$ cat src/rtl/sys_desc_pkg.sv
// sys_desc_pkg: shared state encoding, default geometry and data widths for the descriptor reader.
package sys_desc_pkg;
  typedef enum logic [1:0] {IDLE, ISSUE, WAIT, RESP} state_t;
  localparam int ROM_LATENCY_DEF = 2;
  localparam int ROM_AW_DEF = 9;
  localparam int DATA_W = 32;
  localparam int ROM_DW = 64;
endpackage

$ cat src/rtl/sys_desc_rd_cache.sv
// sys_desc_rd_cache: one-entry 64-bit read cache tagged by ROM word address; flush beats a same-cycle fill.
import sys_desc_pkg::*;
module sys_desc_rd_cache #(
  parameter int AW = ROM_AW_DEF
) (
  input  logic              clk,
  input  logic              reset,
  input  logic              fill,
  input  logic [AW-1:0]     fill_tag,
  input  logic [ROM_DW-1:0] fill_data,
  input  logic              flush,
  input  logic [AW-1:0]     tag,
  output logic              hit,
  output logic [ROM_DW-1:0] data
);
  logic          valid;
  logic [AW-1:0] tag_q;
  always_ff @(posedge clk or posedge reset) begin
    if (reset) begin
      valid <= 1'b0;
      tag_q <= '0;
      data  <= '0;
    end else begin
      valid <= flush ? 1'b0 : (fill ? 1'b1 : valid);
      if (fill) begin
        tag_q <= fill_tag;
        data  <= fill_data;
      end
    end
  end
  assign hit = valid && (tag_q == tag);
endmodule

$ cat src/rtl/sys_desc_reader.sv
// sys_desc_reader: 32-bit host reads of a 64-bit ROM with fixed latency.
// SYS_DESC_RDCACHE_EN adds a one-entry read cache; without it flush is ignored.
import sys_desc_pkg::*;
module sys_desc_reader #(
  parameter int ROM_LATENCY = ROM_LATENCY_DEF,
  parameter int ROM_AW = ROM_AW_DEF
) (
  input  logic              clk,
  input  logic              reset,
  input  logic [ROM_AW:0]   s_address,
  input  logic              s_read,
  output logic              s_waitrequest,
  output logic [DATA_W-1:0] s_readdata,
  output logic              s_readdatavalid,
  input  logic              flush,
  output logic [ROM_AW-1:0] rom_address,
  output logic              rom_chipselect,
  output logic              rom_clken,
  input  logic [ROM_DW-1:0] rom_readdata
);
  state_t            state, state_n;
  logic [2:0]        cnt;
  logic              half;
  logic [ROM_DW-1:0] word;
  logic              accept, fill, hit;
  logic [ROM_DW-1:0] hit_data;
  assign accept = s_read && !s_waitrequest;
  assign fill = (state == WAIT) && (cnt == 3'd0);
`ifdef SYS_DESC_RDCACHE_EN
  sys_desc_rd_cache #(.AW(ROM_AW)) u_cache (
    .clk(clk),
    .reset(reset),
    .fill(fill),
    .fill_tag(rom_address),
    .fill_data(rom_readdata),
    .flush(flush),
    .tag(s_address[ROM_AW:1]),
    .hit(hit),
    .data(hit_data)
  );
`else
  logic unused_flush;
  assign unused_flush = flush;
  assign hit = 1'b0;
  assign hit_data = '0;
`endif
  always_comb begin
    state_n = (state == IDLE)  ? (accept ? (hit ? RESP : ISSUE) : IDLE) :
              (state == ISSUE) ? WAIT :
              (state == WAIT)  ? (fill ? RESP : WAIT) : IDLE;
  end
  always_ff @(posedge clk or posedge reset) begin
    if (reset) begin
      state           <= IDLE;
      s_waitrequest   <= 1'b1;
      s_readdatavalid <= 1'b0;
      s_readdata      <= '0;
      rom_address     <= '0;
      rom_chipselect  <= 1'b0;
      rom_clken       <= 1'b0;
      cnt             <= '0;
      half            <= 1'b0;
      word            <= '0;
    end else begin
      state           <= state_n;
      rom_clken       <= 1'b1;
      s_waitrequest   <= state_n != IDLE;
      rom_chipselect  <= state_n == ISSUE;
      s_readdatavalid <= state == RESP;
      if (state == IDLE && accept) begin
        half <= s_address[0];
        if (hit) word <= hit_data;
        else rom_address <= s_address[ROM_AW:1];
      end
      if (state == ISSUE) cnt <= 3'(ROM_LATENCY - 1);
      else if (state == WAIT && cnt != 3'd0) cnt <= cnt - 3'd1;
      if (fill) word <= rom_readdata;
      if (state == RESP) s_readdata <= half ? word[63:32] : word[31:0];
    end
  end
endmodule

$ cat config.mk
export PLATFORM = sky130hd
export DESIGN_NAME = sys_desc_reader
export DESIGN_NICKNAME = d
export VERILOG_FILES = /design/src/rtl/sys_desc_pkg.sv /design/src/rtl/sys_desc_rd_cache.sv /design/src/rtl/sys_desc_reader.sv
export SDC_FILE = /design/constraint.sdc
export NUM_CORES = 1
export LEC_CHECK = 0
export CAP_MARGIN = 30
export CELL_PAD_IN_SITES_DETAIL_PLACEMENT = 1
export CELL_PAD_IN_SITES_GLOBAL_PLACEMENT = 2
export CORE_ASPECT_RATIO = 1.5
export CORE_UTILIZATION = 37
export CTS_BUF_LIST = sky130_fd_sc_hd__clkbuf_8
export DETAILED_ROUTE_END_ITERATION = 6
export HOLD_SLACK_MARGIN = 0.15
export PLACE_DENSITY = 0.94
export SKIP_LAST_GASP = 1
export SLEW_MARGIN = 20
export SYNTH_ARGS = -nofsm -noshare
export SYNTH_HDL_FRONTEND = slang
export SYNTH_SLANG_ARGS = --single-unit
$ cat constraint.sdc
create_clock -name clk -period 6.02 [get_ports clk]
set_input_delay 0.903 -clock clk [delete_from_list [all_inputs] [get_ports clk]]
set_output_delay 0.903 -clock clk [all_outputs]
set_load 0.01 [all_outputs]
# Word level (Yosys, flattened, before mapping)
# Cells that the tools add are included.
[word_totals]
output_inout_bits = 45
reg_bits = 115
[classes]
n_addsub = 1
n_eq_ne = 4
n_mux = 8
n_reduce_logical = 10
[op_table]
columns = ["cell", "n"]
rows = [
  ["$mux 32", 1],
  ["$mux 2", 3],
  ["$mux 3", 2],
  ["$eq 2x1->1 const B", 2],
  ["$eq 2x2->1 const B", 2],
  ["$logic_and 1x1->1", 4],
  ["$reduce_bool 2->1", 2],
  ["$logic_not 3->1", 1],
  ["$reduce_bool 3->1", 1],
  ["$sub 3x1->3 const B", 1],
  ["$logic_not 2->1", 1],
  ["$mux 1", 2],
  ["$logic_not 1->1", 1],
]

# Longest topological paths before layout
# Gate-level depths: netlist (run 1).
[logic_depth]
ltp_word = 7
depth_mapped = 6
depth_no_buf = 5

# Worst setup path after synthesis (run 1)
# Ideal clock, no wire load.
[synth_path]
kind = "input -> register"
startpoint = "input s_read"
endpoint = "register half"
path_slack_ns = 4.372
stages = 3
setup_time_ns = 0.125
required_ns = 5.895
t_arrival_ns = 1.523
path_cell_list = "nand3b_1 > buf_2 > mux2_2"
[synth_via]
elab_chain_cells = 2
[synth_rtl]
columns = ["element", "line_no", "rtl"]
rows = [
  ["from (decl)", "sys_desc_reader.sv:11", "input logic s_read,"],
  ["$logic_and 1x1->1", "sys_desc_reader.sv:27", "assign accept = s_read && !s_waitrequest;"],
  ["$logic_and 1x1->1", "sys_desc_reader.sv:70", "if (state == IDLE && accept) begin"],
  ["to (signal assigned)", "sys_desc_reader.sv:71", "half <= s_address[0];"],
  ["to (decl)", "sys_desc_reader.sv:23", "logic half;"],
]
# No other way between the ends.
# A chain may end at the register's enable or synchronous reset.

# Worst setup path in the final report (run 1)
[layout_path]
startpoint = "register state[0]"
endpoint = "register word[61]"
[layout_via]
elab_chain_cells = 2
[layout_rtl]
columns = ["element", "line_no", "rtl"]
rows = [
  ["from (decl)", "sys_desc_reader.sv:21", "state_t state, state_n;"],
  ["from (signal assigned)", "sys_desc_reader.sv:65", "state <= state_n;"],
  ["$eq 2x2->1", "sys_desc_reader.sv:28", "assign fill = (state == WAIT) && (cnt == 3'd0);"],
  ["$logic_and 1x1->1", "sys_desc_reader.sv:28", ""],
  ["to (signal assigned)", "sys_desc_reader.sv:72", "if (hit) word <= hit_data;"],
  ["to (signal assigned)", "sys_desc_reader.sv:77", "if (fill) word <= rom_readdata;"],
  ["to (decl)", "sys_desc_reader.sv:24", "logic [ROM_DW-1:0] word;"],
]
# No other way between the ends.

==> qor.tcl, run 1 <==
set qor(worst_hold_margin_ns) 0.508
set qor(mappedNetlistArea_um2) 4950
set qor(min-delay-path-class) {reg2reg}
set qor(post-route-period-util_pct) 41.0
set qor(sort_of_element_at_the_end_of_the_critical_path) {flip-flop}
set qor(worst_setup_path_startpoint) {state[0]}
set qor(rsz_0062_raised_after_global_routing) {false}
set qor(grt_pass1_vias) 3523
set qor(yosys-top-cells-area) {sky130_fd_sc_hd__dfrtp_1 58%, sky130_fd_sc_hd__mux2_4 18%, sky130_fd_sc_hd__mux2i_1 6.9%}
set qor(cts-hold-fix-buffers) 0
set qor(post-route-cell-area_um2) 6640
set qor(timing.final.max_slew_violations) 0
set qor(firstDrtPassIters) 4
set qor(setup_violations) 0
set qor(yosysSeqAreaShare_pct) 58.1
set qor(first_pass_grt_wire_length_um) 18100
set qor(global_route.overflow_total) 0
set qor(cts.reportedPaths.clkPinSlew_ns) 0.07
set qor(post-synth-top-area-fraction_pct) 57.6
set qor(internal_power_uw) 2530
set qor(synth.cells.most_frequent) {114 x sky130_fd_sc_hd__dfrtp_1, 60 x sky130_fd_sc_hd__mux2_4, 37 x sky130_fd_sc_hd__nor2_1}
set qor(ys_async_sr_fraction_pct) 100
set qor(cts_root_buf) {sky130_fd_sc_hd__clkbuf_8}
set qor(count_of_cells_along_the_worst_register_to_register_path) 5
set qor(nets) 542
set qor(num_antenna_cells) 0
set qor(io_buffers) 121
set qor(core_region_area_um2) 13000
set qor(yosysTopAreaCell) {sky130_fd_sc_hd__dfrtp_1}
set qor(max_freq_ghz) 0.405
set qor(drive_gt1_share_pct) 24.4
set qor(starting_density_pct) 38.0
set qor(maxSlewHeadroom_pct) 45.3
set qor(worstSkewPairLatency_ns) 0.43
set qor(setup_total_negative_slack_ns) 0
set qor(detailedRoute.firstIterationViolations) 51
set qor(std_cell_rows) 51
set qor(worstPathRequired_ns) 6.32
set qor(tightestPinTransition_ns) 0.821
set qor(holdPathEnd) {word[3]}
set qor(grt_start_max_net_pins) 67
set qor(synthesis.instances) 333
set qor(rr_startpoint) {state[0]}
set qor(post_drt_via_cell_ratio) 4.82
set qor(ioPinCount) 123
set qor(cts_resized) 0
set qor(finalHoldViolCount) 0
set qor(die_height_um) 144
set qor(switching_share_pct) 31.1
set qor(ant_nets) 0
set qor(postCtsSetupRepairBufs) 0
set qor(power_per_cell_area_nw_per_um2) 554
set qor(cts_sinks) 115
set qor(status) {finished, final reports clean}
set qor(power_share_of_the_combinational_group_pct) 40.4
set qor(number_of_flops_mapped_to_enable_cells_by_yosys) 0
set qor(peakVddDrop_v) 0.000257
set qor(timing.critical_path.from_type) {flip-flop}
set qor(leakagePower_uw) 0.00312
set qor(power.share.sequential_pct) 38.7
set qor(timing.rr.end) {word[61]}
set qor(hpwlAfterDp_um) 7760
set qor(antenna_found_initial) 0
set qor(holdPathStages) 1
set qor(crit_arrival_ns) 2.77
set qor(place_area_um2) 6210
set qor(synth_warnings) 0
set qor(timing.final.crit_period_ns) 2.47
set qor(ctsHtreeMaxLevel) 4
set qor(timing.critical_path.fanout_max) 34
set qor(clock_skew_ns) 0.0148
set qor(syn-mean-instance-area_um2) 14.9
set qor(r2r_slack_ns) 3.55
set qor(clock_power_share_pct) 20.9
set qor(netSwitchingPower_uw) 1150
set qor(synth_ff_type) {sky130_fd_sc_hd__dfrtp_1}
set qor(drcViolationCount) 0
set qor(num_vias) 3036
set qor(wirelength_um) 11300
set qor(routed_wire_length_per_instance_um) 18.0
set qor(synth.distinct_cells) 22
set qor(synth_seq_cells) 115
set qor(fin_util_pct) 51.0
set qor(clk_path_buf_depth) 2
set qor(synth_most_common_cell) {sky130_fd_sc_hd__dfrtp_1}
set qor(area_growth_syn_to_layout_pct) 34.0
set qor(crit_path_category) {reg2reg}
set qor(groute.usage.overall_pct) 17.5
set qor(cts_buffers) 17
set qor(die-area_um2) 13900
set qor(tritoncts) {built}
set qor(drv.max_cap_violation_count) 0
set qor(holdCritStartpoint) {word[3]}
set qor(post_synthesis_net_count) 417
set qor(routabilityCongestion) 0.710
set qor(die-width_um) 96.5
kinds of logic (layout without fill, tap and decap cells):
kind of cell | after synthesis | in the layout | synth area share [%]
flops | 115 | 115 | 58.1
mux | 108 | 108 | 28.2
simple gates | 43 | 43 | 3.84
compound gates | 35 | 35 | 3.69
buf+inv | 25 | 163 | 4.50
fa+ha+maj | 6 | 6 | 1.52
other cells | 1 | 1 | 0.0757
critical path: stages (launching register included):
cell	delay [ns]
sky130_fd_sc_hd__dfrtp_1	0.38
sky130_fd_sc_hd__inv_1	0.08
sky130_fd_sc_hd__ha_1	0.27
sky130_fd_sc_hd__nand3b_4	0.52
sky130_fd_sc_hd__buf_4	0.65
sky130_fd_sc_hd__mux2_2	0.40
through the flow:
step	total power (µW)	instances	worst slack [ns]
6_report	3680	630	3.55
5_1_grt	3920	630	3.42
2_1_floorplan	2400	333	2.07
3_3_place_gp	2830	597	3.39
4_1_cts	3740	630	3.51
3_5_place_dp	2940	598	3.30
layer usage:
| metal | vias to the layer above | GRT usage [%] | wire length (µm) |
|---|---|---|---|
| met5 | - | 0 | 0 |
| met4 | 0 | 7.43 | 261 |
| met3 | 23 | 5.03 | 628 |
| met2 | 93 | 30.7 | 5970 |
| met1 | 1529 | 19.3 | 4470 |
| li1 | 1391 | - | - |
power by group through the flow:
stage                     registers [µW]  clock network, µW  logic [µW]
after global placement              1440                  0        1390
after detailed placement            1440                  0        1500
after floorplan                     1420                  0         985
final                               1420                768        1490
after global routing                1480                826        1610
after CTS                           1430                794        1520
state kept, by name, summed over array words and instances (netlist names), 2 cells and up:
name	flops
state	2
cnt	3
s_readdata	32
rom_address	9
word	64
final cells by class:
cell class	count	area, µm²
repair buffers	125	1250
fillers	1303	6380
clock buffers	21	289
clock inverters	11	135
multi-input cells	193	1850
well taps	159	199
inverters	6	25.0
flip-flops and latches	115	2880
worst max-delay path by stage:
stage,cells after the start,slack (ns),to
floorplan,1,2.07,cnt[0]
global placement,3,3.39,s_readdata[25]
detailed placement,3,3.30,cnt[0]
CTS,5,3.51,word[61]
global route,5,3.42,word[60]
finish,5,3.55,word[61]
cells in the final DEF (no fill, tap or decap), drive strengths merged, types with 4 or more instances in the layout:
| master | instances |
|---|---|
| mux2 | 74 |
| a21oi | 33 |
| mux2i | 34 |
| dfrtp | 114 |
| buf | 4 |
| clkbuf | 21 |
| ha | 6 |
| inv | 8 |
| nor2 | 37 |
| clkdlybuf4s50 | 121 |
Note: power is estimated with default switching activity, not from simulation.
==> run 2, diff against run 1 <==
--- a/config.mk
+++ b/config.mk
@@ -9,11 +9,11 @@
 export CELL_PAD_IN_SITES_DETAIL_PLACEMENT = 1
 export CELL_PAD_IN_SITES_GLOBAL_PLACEMENT = 2
 export CORE_ASPECT_RATIO = 1.5
-export CORE_UTILIZATION = 37
+export CORE_UTILIZATION = 31
 export CTS_BUF_LIST = sky130_fd_sc_hd__clkbuf_8
 export DETAILED_ROUTE_END_ITERATION = 6
 export HOLD_SLACK_MARGIN = 0.15
-export PLACE_DENSITY = 0.94
+export PLACE_DENSITY = 0.84
 export SKIP_LAST_GASP = 1
 export SLEW_MARGIN = 20
 export SYNTH_ARGS = -nofsm -noshare
==> constraint.sdc (replaced) <==
create_clock -name clk -period 2 [get_ports clk]
set_input_delay 0.3 -clock clk [delete_from_list [all_inputs] [get_ports clk]]
set_output_delay 0.3 -clock clk [all_outputs]
set_load 0.01 [all_outputs]
==> run 2 against run 1 <==
Net effect:
- via count up 0.69%
- first-iteration DRC count up 39%
- routed wire length down 0.63%
- clock-buffer cell count down 3
- sequential cell count unchanged
==> qor.tcl, run 2 (synthesis results as in run 1) <==
set qor(starting_density_pct) 31.7 ;# -6.3 points
set qor(num_antenna_cells) 0 ;# unchanged
set qor(cts.reportedPaths.clkPinSlew_ns) 0.07 ;# about the same
set qor(firstDrtPassIters) 4 ;# unchanged
set qor(grt_start_max_net_pins) 56 ;# -16%
set qor(detailedRoute.firstIterationViolations) 71 ;# +39%
set qor(drv.max_cap_violation_count) 0 ;# unchanged
set qor(drcViolationCount) 0 ;# unchanged
set qor(groute.usage.overall_pct) 14.6 ;# -2.9 points
set qor(sort_of_element_at_the_end_of_the_critical_path) {output port}
set qor(std_cell_rows) 56 ;# +9.8%
set qor(cts-hold-fix-buffers) 0 ;# unchanged
set qor(routabilityCongestion) 0.709 ;# about the same
set qor(power_per_cell_area_nw_per_um2) 1640 ;# +200%
set qor(critical_path_buf_inv_count) 1 ;# -1
set qor(leakagePower_uw) 0.00316 ;# +1.2%
set qor(largestRegisters) {word x64, s_readdata x32, rom_address x9}
set qor(worst_path_max_delay_cell) {sky130_fd_sc_hd__dfstp_2}
set qor(min-delay-path-class) {in2async}
set qor(clk_path_buf_depth) 2 ;# unchanged
set qor(setup_violations) 0 ;# unchanged
set qor(postCtsSetupRepairBufs) 0 ;# unchanged
set qor(io_buffers) 121 ;# unchanged
set qor(ctsHtreeMaxLevel) 4 ;# unchanged
set qor(finalHoldViolCount) 0 ;# unchanged
set qor(timing.critical_path.fanout_max) 2 ;# -94%
set qor(tritoncts) {built}
set qor(worst_setup_path_startpoint) {s_waitrequest}
set qor(wirelength_um) 11300 ;# -0.63%
set qor(cts_buffers) 17 ;# unchanged
set qor(max_freq_ghz) 0.563
set qor(rr_startpoint) {state[0]}
set qor(worstSkewPairLatency_ns) 0.42 ;# about the same
set qor(die_height_um) 157 ;# +9.1%
set qor(cts_sinks) 115 ;# unchanged
set qor(power_uw) 11100 ;# +200%
set qor(multi_input_comb_area_um2) 1850 ;# unchanged
set qor(timing.final.max_slew_violations) 0 ;# unchanged
set qor(largest_reg_flops) 64 ;# unchanged
set qor(sequential_cell_area_um2) 2880 ;# unchanged
set qor(max_flop_register) {word}
set qor(nets) 547 ;# +0.92%
set qor(final_common_cell) {sky130_fd_sc_hd__clkdlybuf4s50_1}
set qor(status) {finished, final reports clean}
set qor(post-route-period-util_pct) 88.8
set qor(cp_slowest_stage_delay_ns) 0.53 ;# -0.12 ns
set qor(core_region_area_um2) 15600 ;# +20%
set qor(timing.final.crit_period_ns) 1.78
set qor(setup_total_negative_slack_ns) 0 ;# unchanged
set qor(first_pass_grt_wire_length_um) 18700 ;# +3.4%
set qor(cts_root_buf) {sky130_fd_sc_hd__clkbuf_8}
set qor(die-area_um2) 16500 ;# +19%
set qor(clock_skew_ns) 0.00780 ;# -0.00695 ns
set qor(peakVddDrop_v) 0.000730 ;# +180%
set qor(drive_gt1_share_pct) 24.8 ;# +0.43 points
set qor(crit_arrival_ns) 1.48 ;# -1.29 ns
set qor(timing.critical_path.from_type) {flip-flop}
set qor(cts_resized) 0 ;# unchanged
set qor(ioPinCount) 123 ;# unchanged
set qor(cp_cell_sequence) {clkdlybuf4s50_1}
set qor(worstPathRequired_ns) 1.70 ;# -4.62 ns
set qor(crit_path_category) {reg2out}
set qor(fillers) 1612 ;# +24%
set qor(mostFrequentLayoutCells) {121 x sky130_fd_sc_hd__clkdlybuf4s50_1, 113 x sky130_fd_sc_hd__dfrtp_1, 60 x sky130_fd_sc_hd__mux2_4}
set qor(hpwlAfterDp_um) 7830 ;# +0.80%
set qor(post_drt_via_cell_ratio) 4.51 ;# -6.4%
set qor(antenna_found_initial) 0 ;# unchanged
set qor(routed_wire_length_per_instance_um) 16.6 ;# -7.7%
set qor(ant_nets) 0 ;# unchanged
set qor(die-width_um) 105 ;# +9.1%
set qor(global_route.overflow_total) 0 ;# unchanged
set qor(grt_pass1_vias) 3520 ;# -0.085%
set qor(rsz_0062_raised_after_global_routing) {false}
set qor(num_vias) 3057 ;# +0.69%
set qor(area_growth_syn_to_layout_pct) 36.7
set qor(crit_family) {flip-flops}
## run 2: cell types whose count changed in the layout (fill, tap and decap cells not counted), sizes merged
cell and delta:
buf +5, bufinv +1, clkbuf -3, clkinvlp +1
## run 2: worst paths after layout
kind / endpoint / slack, ns / depth (start not counted)
setup reg to reg: word[62] / 0.36 / 5
max in group asynchronous: s_waitrequest / 1.17 / 3
setup / recovery: s_waitrequest / 0.22 / 1
min in group clk: rom_address[2] / 0.49 / 2
hold / removal: word[29] / 0.22 / 2
hold reg to reg: rom_address[5] / 0.51 / 1
## run 2: final cells by class
class / count / share of cell area, %
Sequential cell: 115 / 42.5
Clock inverter: 13 / 2.49
Multi-Input combinational cell: 193 / 27.4
Clock buffer: 18 / 3.66
Timing Repair Buffer: 130 / 19.8
Inverter: 6 / 0.388
Tap cell: 203 / 3.75
## run 2: where the power goes
part	switching, µW	internal [µW]
registers	735	3530
logic	1730	2790
clock network	944	1360
total	3410	7690
## run 2: routing by layer
layer	share of wire (%)	vias to the layer above	wire, µm	track usage (%)
met4	1.5	0	164	5.43
met5	0	-	0	0
met2	53	82	5990	25.5
met1	41	1560	4600	17.3
li1	-	1404	-	-
met3	4.4	11	496	3.75
## run 2: stage by stage
stage | worst slack [ns] | cell area [µm²] | utilization (%) | std cells | hold WS (ns)
floorplan | 0.301 | 4960 | - | 333 | 0.449
global placement | 0.379 | 6350 | 40.7 | 647 | 0.491
detailed placement | 0.341 | 6350 | 40.7 | 647 | 0.494
CTS | 0.189 | 6770 | 43.3 | 678 | 0.209
global route | 0.163 | 6770 | 43.3 | 678 | 0.225
finish | 0.223 | 6770 | 43.3 | 678 | 0.219
==> run 3, diff against run 2 <==
--- a/config.mk
+++ b/config.mk
@@ -8,7 +8,7 @@
 export CAP_MARGIN = 30
 export CELL_PAD_IN_SITES_DETAIL_PLACEMENT = 1
 export CELL_PAD_IN_SITES_GLOBAL_PLACEMENT = 2
-export CORE_ASPECT_RATIO = 1.5
+export CORE_ASPECT_RATIO = 1.4
 export CORE_UTILIZATION = 31
 export CTS_BUF_LIST = sky130_fd_sc_hd__clkbuf_8
 export DETAILED_ROUTE_END_ITERATION = 6
==> run 3 against run 2 <==
Net effect:
- global-route usage up 0.80 points
- hold slack better by 0.074 ns
- sequential power about the same
- cell area up 0.28%
- clock-buffer cell count down 1
- clock skew up 0.0022 ns
- total power down 0.86%
- core utilization up 0.17 points
- first-iteration DRC count up 20%
- largest cell class unchanged
- highest routed layer is now met5
- fmax down 1.5%
- die area about the same
==> qor.tcl, run 3 (synthesis results as in run 1) <==
set qor(crit_arrival_ns) 1.50 ;# +0.02 ns
set qor(die-width_um) 109 ;# +3.4%
set qor(min-delay-path-class) {in2async}
set qor(io_buffers) 121 ;# unchanged
set qor(grt_most_used_layer) {met2}
set qor(worstSkewPairLatency_ns) 0.44 ;# +0.02 ns
set qor(max_flop_register) {word}
set qor(post-route-period-util_pct) 90.2 ;# +1.4 points
set qor(finalHoldViolCount) 0 ;# unchanged
set qor(std_cell_rows) 54 ;# -3.6%
set qor(internal_power_uw) 7530 ;# -2.0%
set qor(first_pass_grt_wire_length_um) 18700 ;# about the same
set qor(clock_power_share_pct) 19.9 ;# -0.9 points
set qor(nets) 551 ;# +0.73%
set qor(status) {finished, final reports clean}
set qor(netSwitchingPower_uw) 3470 ;# +1.7%
set qor(wirelength_um) 11600 ;# +2.9%
set qor(cts_sinks) 115 ;# unchanged
set qor(core_region_area_um2) 15600 ;# -0.11%
set qor(grt.met1_usage_pct) 16.8 ;# -0.46 points
set qor(peakVddDrop_v) 0.000628 ;# -14%
set qor(fillers) 1639 ;# +1.7%
set qor(worstPathRequired_ns) 1.70 ;# about the same
set qor(power_share_of_the_combinational_group_pct) 41.4 ;# +0.6 points
set qor(timing.final.max_slew_violations) 0 ;# unchanged
set qor(cp_cell_sequence) {clkdlybuf4s50_1}
set qor(ant_nets) 0 ;# unchanged
set qor(largestRegisters) {word x64, s_readdata x32, rom_address x9}
set qor(area_growth_syn_to_layout_pct) 37.1
set qor(clk_path_buf_depth) 2 ;# unchanged
set qor(timing.critical_path.fanout_max) 2 ;# unchanged
set qor(setup_violations) 0 ;# unchanged
set qor(switching_share_pct) 31.5 ;# +0.78 points
set qor(mostFrequentLayoutCells) {121 x sky130_fd_sc_hd__clkdlybuf4s50_1, 113 x sky130_fd_sc_hd__dfrtp_1, 60 x sky130_fd_sc_hd__mux2_4}
set qor(groute.usage.overall_pct) 15.4 ;# +0.80 points
set qor(fin_util_pct) 43.5 ;# +0.17 points
set qor(global_route.usage.met3_pct) 4.45 ;# +0.70 points
set qor(detailedRoute.firstIterationViolations) 85 ;# +20%
set qor(post_drt_via_cell_ratio) 4.53 ;# +0.39%
set qor(max_freq_ghz) 0.554 ;# -1.5%
set qor(grt_start_max_net_pins) 39 ;# -30%
set qor(cts_root_buf) {sky130_fd_sc_hd__clkbuf_8}
set qor(timing.final.crit_period_ns) 1.80 ;# +0.0271 ns
set qor(rsz_0062_raised_after_global_routing) {false}
set qor(crit_path_category) {reg2out}
set qor(cts-hold-fix-buffers) 0 ;# unchanged
set qor(sort_of_element_at_the_end_of_the_critical_path) {output port}
set qor(tritoncts) {built}
set qor(power.share.sequential_pct) 38.7 ;# +0.3 points
set qor(cts_buffers) 17 ;# unchanged
set qor(cp_slowest_stage_delay_ns) 0.54 ;# about the same
set qor(hpwlAfterDp_um) 8010 ;# +2.3%
set qor(routed_wire_length_per_instance_um) 17.1 ;# +3.2%
set qor(grtUsageMet2_pct) 26.7 ;# +1.2 points
set qor(power_per_cell_area_nw_per_um2) 1620 ;# -1.1%
set qor(num_vias) 3060 ;# +0.098%
set qor(num_antenna_cells) 0 ;# unchanged
set qor(firstDrtPassIters) 5 ;# +1
set qor(leakagePower_uw) 0.00317 ;# +0.31%
set qor(die_height_um) 152 ;# -3.3%
set qor(dp.cells) 644 ;# -0.46%
set qor(setup_total_negative_slack_ns) 0 ;# unchanged
set qor(postCtsSetupRepairBufs) 0 ;# unchanged
set qor(critical_path_buf_inv_count) 1 ;# unchanged
set qor(cts_resized) 0 ;# unchanged
set qor(worst_path_max_delay_cell) {sky130_fd_sc_hd__clkdlybuf4s50_1}
set qor(cts.reportedPaths.clkPinSlew_ns) 0.07 ;# about the same
set qor(drv.max_cap_violation_count) 0 ;# unchanged
set qor(routabilityCongestion) 0.714 ;# +0.66%
set qor(ioPinCount) 123 ;# unchanged
set qor(die-area_um2) 16500 ;# about the same
set qor(ctsHtreeMaxLevel) 4 ;# unchanged
set qor(antenna_found_initial) 1 ;# +1
set qor(maxSlewHeadroom_pct) 57.6
set qor(grt_pass1_vias) 3574 ;# +1.5%
set qor(starting_density_pct) 31.7 ;# +0.036 points
set qor(tightestPinTransition_ns) 0.635
set qor(drcViolationCount) 0 ;# unchanged
set qor(drive_gt1_share_pct) 26.0 ;# +1.2 points
set qor(largest_reg_flops) 64 ;# unchanged
set qor(global_route.overflow_total) 0 ;# unchanged
set qor(timing.critical_path.from_type) {flip-flop}
set qor(stdcell_count) 676 ;# -0.29%
set qor(final_common_cell) {sky130_fd_sc_hd__clkdlybuf4s50_1}
set qor(crit_family) {buffers and inverters}
set qor(clock_skew_ns) 0.00997 ;# +0.00217 ns
## run 3: cell types whose count changed in the layout (fill, tap and decap cells not counted), sizes merged
cell and change:
clkinv +5, buf +4, inv -2, bufinv -1, clkbuf -1
## run 3: through the flow
| stage | area (µm²) | total power [µW] | hold WS (ns) | worst slack, ns |
|---|---|---|---|---|
| after detailed placement | 6390 | 8890 | 0.494 | 0.330 |
| after CTS | 6790 | 11200 | 0.288 | 0.152 |
| final | 6790 | 11000 | 0.293 | 0.196 |
| after global routing | 6790 | 11800 | 0.327 | 0.135 |
| after global placement | 6390 | 8640 | 0.488 | 0.412 |
| after floorplan | 4960 | 7230 | 0.449 | 0.301 |
## run 3: per-layer routing
metal | up-vias | wire [µm] | part of all wire [%]
li1 | 1411 | - | -
met1 | 1533 | 4480 | 39
met2 | 91 | 6200 | 54
met3 | 23 | 583 | 5.0
met4 | 2 | 301 | 2.6
met5 | - | 13 | 0.11
## run 3: path summary, 6_finish.rpt
kind	cells after the start	end	startpoint	slack, ns
worst min register to register	1	rom_address[7]	rom_address[7]	0.51
worst max register to register	5	word[60]	state[0]	0.34
min in group clk	2	rom_address[0]	s_address[1]	0.46
worst min-delay path	2	word[30]	reset	0.29
worst max-delay path	1	s_waitrequest	s_waitrequest	0.20
max in group asynchronous	3	s_readdata[5]	reset	1.14
## run 3: power groups by stage
stage | sequential, µW | combinational, µW | clock, µW
2_1_floorplan | 4270 | 2960 | 0
3_3_place_gp | 4210 | 4430 | 0
3_5_place_dp | 4300 | 4590 | 0
4_1_cts | 4280 | 4640 | 2280
5_1_grt | 4420 | 4970 | 2370
6_report | 4260 | 4550 | 2190
## run 3: cell type report
class | count | area (µm²) | area share, %
Clock buffer | 17 | 234 | 3.45
Sequential cell | 115 | 2880 | 42.4
Multi-Input combinational cell | 193 | 1850 | 27.3
Clock inverter | 15 | 168 | 2.47
Inverter | 6 | 26.3 | 0.387
Tap cell | 196 | 245 | 3.61
Timing Repair Buffer | 134 | 1380 | 20.4
